--- config.mk ---
export PLATFORM = sky130hd
export DESIGN_NAME = uart_tx_fifo
export DESIGN_NICKNAME = d
export VERILOG_FILES = /design/src/rtl/uart_tx_fifo.sv
export SDC_FILE = /design/constraint.sdc
export NUM_CORES = 1
export LEC_CHECK = 0
export CAP_MARGIN = 0
export CORE_UTILIZATION = 35
export CTS_CLUSTER_SIZE = 40
export DETAILED_ROUTE_END_ITERATION = 10
export GPL_TIMING_DRIVEN = 0
export MAX_ROUTING_LAYER = met4
export PLACE_DENSITY = 0.58
export SLEW_MARGIN = 10
export SYNTH_ARGS = -nofsm -noshare
export SYNTH_HDL_FRONTEND = slang
export SYNTH_SLANG_ARGS = --single-unit
--- constraint.sdc ---
create_clock -name clock -period 3.7 [get_ports clock]
set_clock_uncertainty 0.05 [all_clocks]
set_input_delay 0.555 -clock clock [delete_from_list [all_inputs] [get_ports clock]]
set_output_delay 0.555 -clock clock [all_outputs]
set_load 0.01 [all_outputs]
--- src/rtl/uart_tx_fifo.sv ---
// uart_tx_fifo: byte FIFO that feeds a UART transmitter.
// Bytes come in from the VRAM response stream over a valid/ready handshake.
// They are drained one at a time as single-cycle write strobes, issued only
// while the transmitter reports not-busy.
//
// Build option: define UART_TX_FIFO_OVERFLOW_EN to build the sticky overflow
// flag. Without it, overflow_o is tied low.
//
// Ports:
//   clock, reset         system clock; asynchronous active-high reset
//   write_data_i [7:0]   byte from producer
//   write_valid_i        producer offers write_data_i
//   write_ready_o        FIFO can accept a byte this cycle (combinational)
//   tx_busy_i            transmitter busy
//   tx_data_o [7:0]      byte to transmitter, held until the next pop
//   tx_write_o           one-cycle write strobe
//   count_o              occupancy, 0..2^DEPTH_LOG2
//   overflow_o           sticky: valid offered while not ready
module uart_tx_fifo #(
  parameter int unsigned DEPTH_LOG2 = 4
) (
  input  logic                  clock,
  input  logic                  reset,
  input  logic [7:0]            write_data_i,
  input  logic                  write_valid_i,
  output logic                  write_ready_o,
  input  logic                  tx_busy_i,
  output logic [7:0]            tx_data_o,
  output logic                  tx_write_o,
  output logic [DEPTH_LOG2:0]   count_o,
  output logic                  overflow_o
);

  localparam int unsigned DEPTH = 2 ** DEPTH_LOG2;
  localparam int unsigned CW    = DEPTH_LOG2 + 1;

  typedef enum logic {IDLE, HOLD} state_t;

  state_t                state;
  state_t                state_next;
  logic [7:0]            mem [DEPTH];
  logic [DEPTH_LOG2-1:0] wp;
  logic [DEPTH_LOG2-1:0] rp;
  logic [CW-1:0]         count;
  logic                  push;
  logic                  pop;

  // A full FIFO refuses a push even if a pop happens in the same cycle.
  assign write_ready_o = !reset && (count != CW'(DEPTH));
  assign push          = write_valid_i && write_ready_o;
  assign count_o       = count;

  // Drain FSM state register.
  always_ff @(posedge clock or posedge reset) begin
    if (reset) state <= IDLE;
    else       state <= state_next;
  end

  // Next state and pop decision. HOLD skips one cycle because the
  // transmitter raises busy one cycle after the strobe.
  always_comb begin
    state_next = state;
    pop        = 1'b0;
    case (state)
      IDLE: begin
        if ((count != '0) && !tx_busy_i) begin
          pop        = 1'b1;
          state_next = HOLD;
        end
      end
      HOLD:    state_next = IDLE;
      default: state_next = IDLE;
    endcase
  end

  // Storage array; its contents need no reset.
  always_ff @(posedge clock) begin
    if (push) mem[wp] <= write_data_i;
  end

  // Pointers, occupancy and registered transmitter outputs.
  always_ff @(posedge clock or posedge reset) begin
    if (reset) begin
      wp         <= '0;
      rp         <= '0;
      count      <= '0;
      tx_write_o <= 1'b0;
      tx_data_o  <= 8'h00;
    end else begin
      tx_write_o <= pop;
      if (pop) begin
        tx_data_o <= mem[rp];
        rp        <= rp + DEPTH_LOG2'(1);
      end
      if (push) wp <= wp + DEPTH_LOG2'(1);
      case ({push, pop})
        2'b10:   count <= count + CW'(1);
        2'b01:   count <= count - CW'(1);
        default: count <= count;
      endcase
    end
  end

`ifdef UART_TX_FIFO_OVERFLOW_EN
  // Sticky flag for bytes the producer offered while the FIFO was full.
  always_ff @(posedge clock or posedge reset) begin
    if (reset)                                overflow_o <= 1'b0;
    else if (write_valid_i && !write_ready_o) overflow_o <= 1'b1;
  end
`else
  assign overflow_o = 1'b0;
`endif

endmodule

==> out/results.txt <==
Die Y: 134.0 µm
Lkg Pwr: 0.002493 µW
WHS: 0.4245 ns
DRT Wirelength: 11,970 µm
Max-cap check violation count: 0
IR drop worst, VDD: 0.4270 mV
Max Clk Rate: 0.3062 GHz
Most frequent cells in the layout: 128 x edfxtp_1, 27 x mux4_2, 26 x clkdlybuf4s50_1, 24 x nand2_1, 22 x dfrtp_1
GRT Resource Usage Total: 15.16%
Nets@finish: 391
Crit path cell chain: or4_1 -> o21ai_4 -> inv_2 -> ha_1 -> ha_1 -> nor2b_1 -> o21ai_0 -> a21oi_1 -> or3b_2 -> xnor2_1
Unrepaired setup endpoints after global routing: false
Fillers: 1,514
Sw Share: 29.22%
Critical path startpoint category: register
Resized Gates After CTS: 0
Synth Area in Adders: 2.174%
Vias in the first global route: 3,130
Worst-Skew Late Latency: 0.42 ns
CTS Root Cell: clkbuf_16
CTS Buffer Depth: 2
Post-synthesis simple-gate area fraction: 4.491%
Vias per Instance: 4.939
Pre-CTS WS: 0.2341 ns
Met1 wire length: 5354 µm
Worst Setup Slack, final: 0.4339 ns
Mux share of post-synthesis cell area: 15.07%
Met2 routed WL: 5904 µm
DRC errors left: 0
Part of the power in registers: 39.6%
Post-CTS Setup Bufs: 0
Avg Inst Size Synth: 18.83 µm²
CTS H-tree lvls: 4
Gr ovfl total: 0
Synth Net Count: 346
Synth async-reset ratio: 14.67%
Share of post-route cells with drive strength above 1: 20.94%
WL/cell: 19.89 µm
Critical Path AT: 3.51 ns
First-pass GRT wire length: 18,550 µm
Top cell type's share of synthesized area: 63.00%
Ys flop type: edfxtp_1
Crit-path max FO: 10
Gpl congestion: 0.7352
DRT Pass-1 Iters: 4
Mapped Area: 6101 µm²
Area growth syn-to-layout: 18.03%
Core Box Area: 16,820 µm²
Clock sink count: 150
Minimum clock period: 3.266 ns
Die area: 17,960 µm²
Synth Register Bits: 150
Detailed placement HPWL: 7688 µm
Cell Pwr Density: 751.6 nW/µm²
Most common cell after layout, fill and taps aside: edfxtp_1
Largest cells by area after synthesis: edfxtp_1 63%, mux4_2 10%, dfrtp_1 9.0%
TritonCTS clock tree: built
Vias post-DR: 2,973
Hold buffer count at CTS: 0
Slew HR: 41.45%
Largest net degree at the start of global routing: 23
Crit path largest cell delay: 0.58 ns
Synth warnings: 0
Final instance area: 7201 µm²
Initial antenna violation count: 0
Area leader, netlist: edfxtp_1
WL met3: 524 µm
Worst Setup Path Type: register to register
Register area: 4394 µm²
Multi-input gate area: 1556 µm²
DR iter-0 viols: 177
Setup tns final: 0 ns
Cell variety after synth: 36
P_int: 3831 µW
WP data required: 3.94 ns
Final Max Tran Viols: 0
Final ANT Viol Nets: 0
Fraction of the mapped netlist area in compound gates: 2.276%
Comb power frac: 30.0%
Initial Util: 36.27%
Num CTS Buffers: 17
Post-synth EDFFs: 128
Worst Setup End Kind: register
# setup viols final: 0
HP Class: register to register
Placement-stage cell area: 6636 µm²
Post-Syn Instances: 324
Die W: 134.0 µm
XOR/XNOR Fraction of Synth Area: 1.436%
Max layer used: met4
Final hold violation count: 0
Slew @ Worst Pin: 0.8773 ns
Ant diodes: 0
Most frequent CP cell: ha_1
Row count: 47
Final worst-path cycle share: 88.27%
Max stage delay cell, worst path: or4_1
Clock network fraction of total power: 30.3%
Sw Pwr: 1582 µW
Clock-pin slew on the worst setup and hold paths: 0.06 ns
IO Port Bufs: 26
Post-synthesis sequential area ratio: 72.03%
Largest family of logic cells by synthesized area: multiplexers
Ports: 28
Status: complete, no violations
## power groups by stage
stage	clock [µW]	combinational, µW	sequential (µW)
3_3_place_gp	0	1630	2170
4_1_cts	1680	1660	2150
2_1_floorplan	0	1100	2180
6_report	1640	1630	2140
3_5_place_dp	0	1650	2180
5_1_grt	1740	1780	2170
## final cells by class
cell class | instances | share of cell area, %
clock buffer | 20 | 6.064
clock inverter | 12 | 1.772
timing repair buffer | 26 | 3.614
multi-input combinational | 148 | 21.62
tap | 220 | 3.823
buffer | 17 | 1.616
sequential | 150 | 61.03
inverter | 9 | 0.4692
## cells in the mapped netlist (2+ instances only)
master    instances
a21oi_1           4
and2_1           13
and3_1            5
buf_2             8
buf_4             3
buf_6             2
clkbuf_1          2
dfrtp_1          22
edfxtp_1        128
ha_1              9
inv_1             8
mux2_2            8
mux2i_1           9
mux4_1            5
mux4_2           27
nand2_1          24
nand4_1           2
nor2_1            2
o21ai_0           8
o21ai_1          11
xnor2_1           8
xor2_1            2
## cells by family (layout without fill, tap and decap cells)
| logic type | after synthesis | count (layout) |
|---|---|---|
| flip-flops | 150 | 150 |
| XOR/XNOR | 10 | 10 |
| other | 1 | 1 |
| multiplexers | 49 | 49 |
| AND/OR/NAND/NOR | 53 | 53 |
| adder cells (fa/ha/maj) | 10 | 10 |
| AO/OA/AOI/OAI | 25 | 25 |
| buffers and inverters | 26 | 84 |
## routing by layer
layer / vias up / global-route usage, %
li1: 1360 / -
met1: 1537 / 18.84
met2: 60 / 23.69
met3: 16 / 3.930
met4: 0 / 6.117
met5: - / -
## worst paths after layout
kind                               from      endpoint  slack [ns]  depth (start not counted)
max                          count_o[0]    count_o[4]        0.43                         10
min                        tx_data_o[0]  tx_data_o[0]        0.42                          2
max reg2reg                  count_o[0]    count_o[4]        0.43                         10
min reg2reg                tx_data_o[0]  tx_data_o[0]        0.42                          2
max in group asynchronous         reset         rp[0]        2.43                          2
min in group asynchronous         reset         state        0.63                          2
## worst max-delay path, delay by kind of cell, from the launching register on
kind	cells	cell delay [ns]
AO/OA/AOI/OAI	3	0.65
flip-flops	1	0.44
AND/OR/NAND/NOR	3	1.17
XOR/XNOR	1	0.13
buffers and inverters	1	0.12
adder cells (fa/ha/maj)	2	0.58
## flip-flops by register name (all words and copies together) (netlist names)
signal     cells
count_o        5
mem          128
rp             4
state          1
tx_data_o      8
wp             4
## per-stage QoR
| step | std cells | utilization (%) | total power (µW) |
|---|---|---|---|
| finish | 602 | 42.81 | 5412 |
| global route | 602 | 42.81 | 5686 |
| CTS | 602 | 42.81 | 5484 |
| detailed placement | 570 | 39.46 | 3831 |
| global placement | 570 | 39.46 | 3801 |
| floorplan | 324 | - | 3286 |
(Power assumes the default switching activity.)
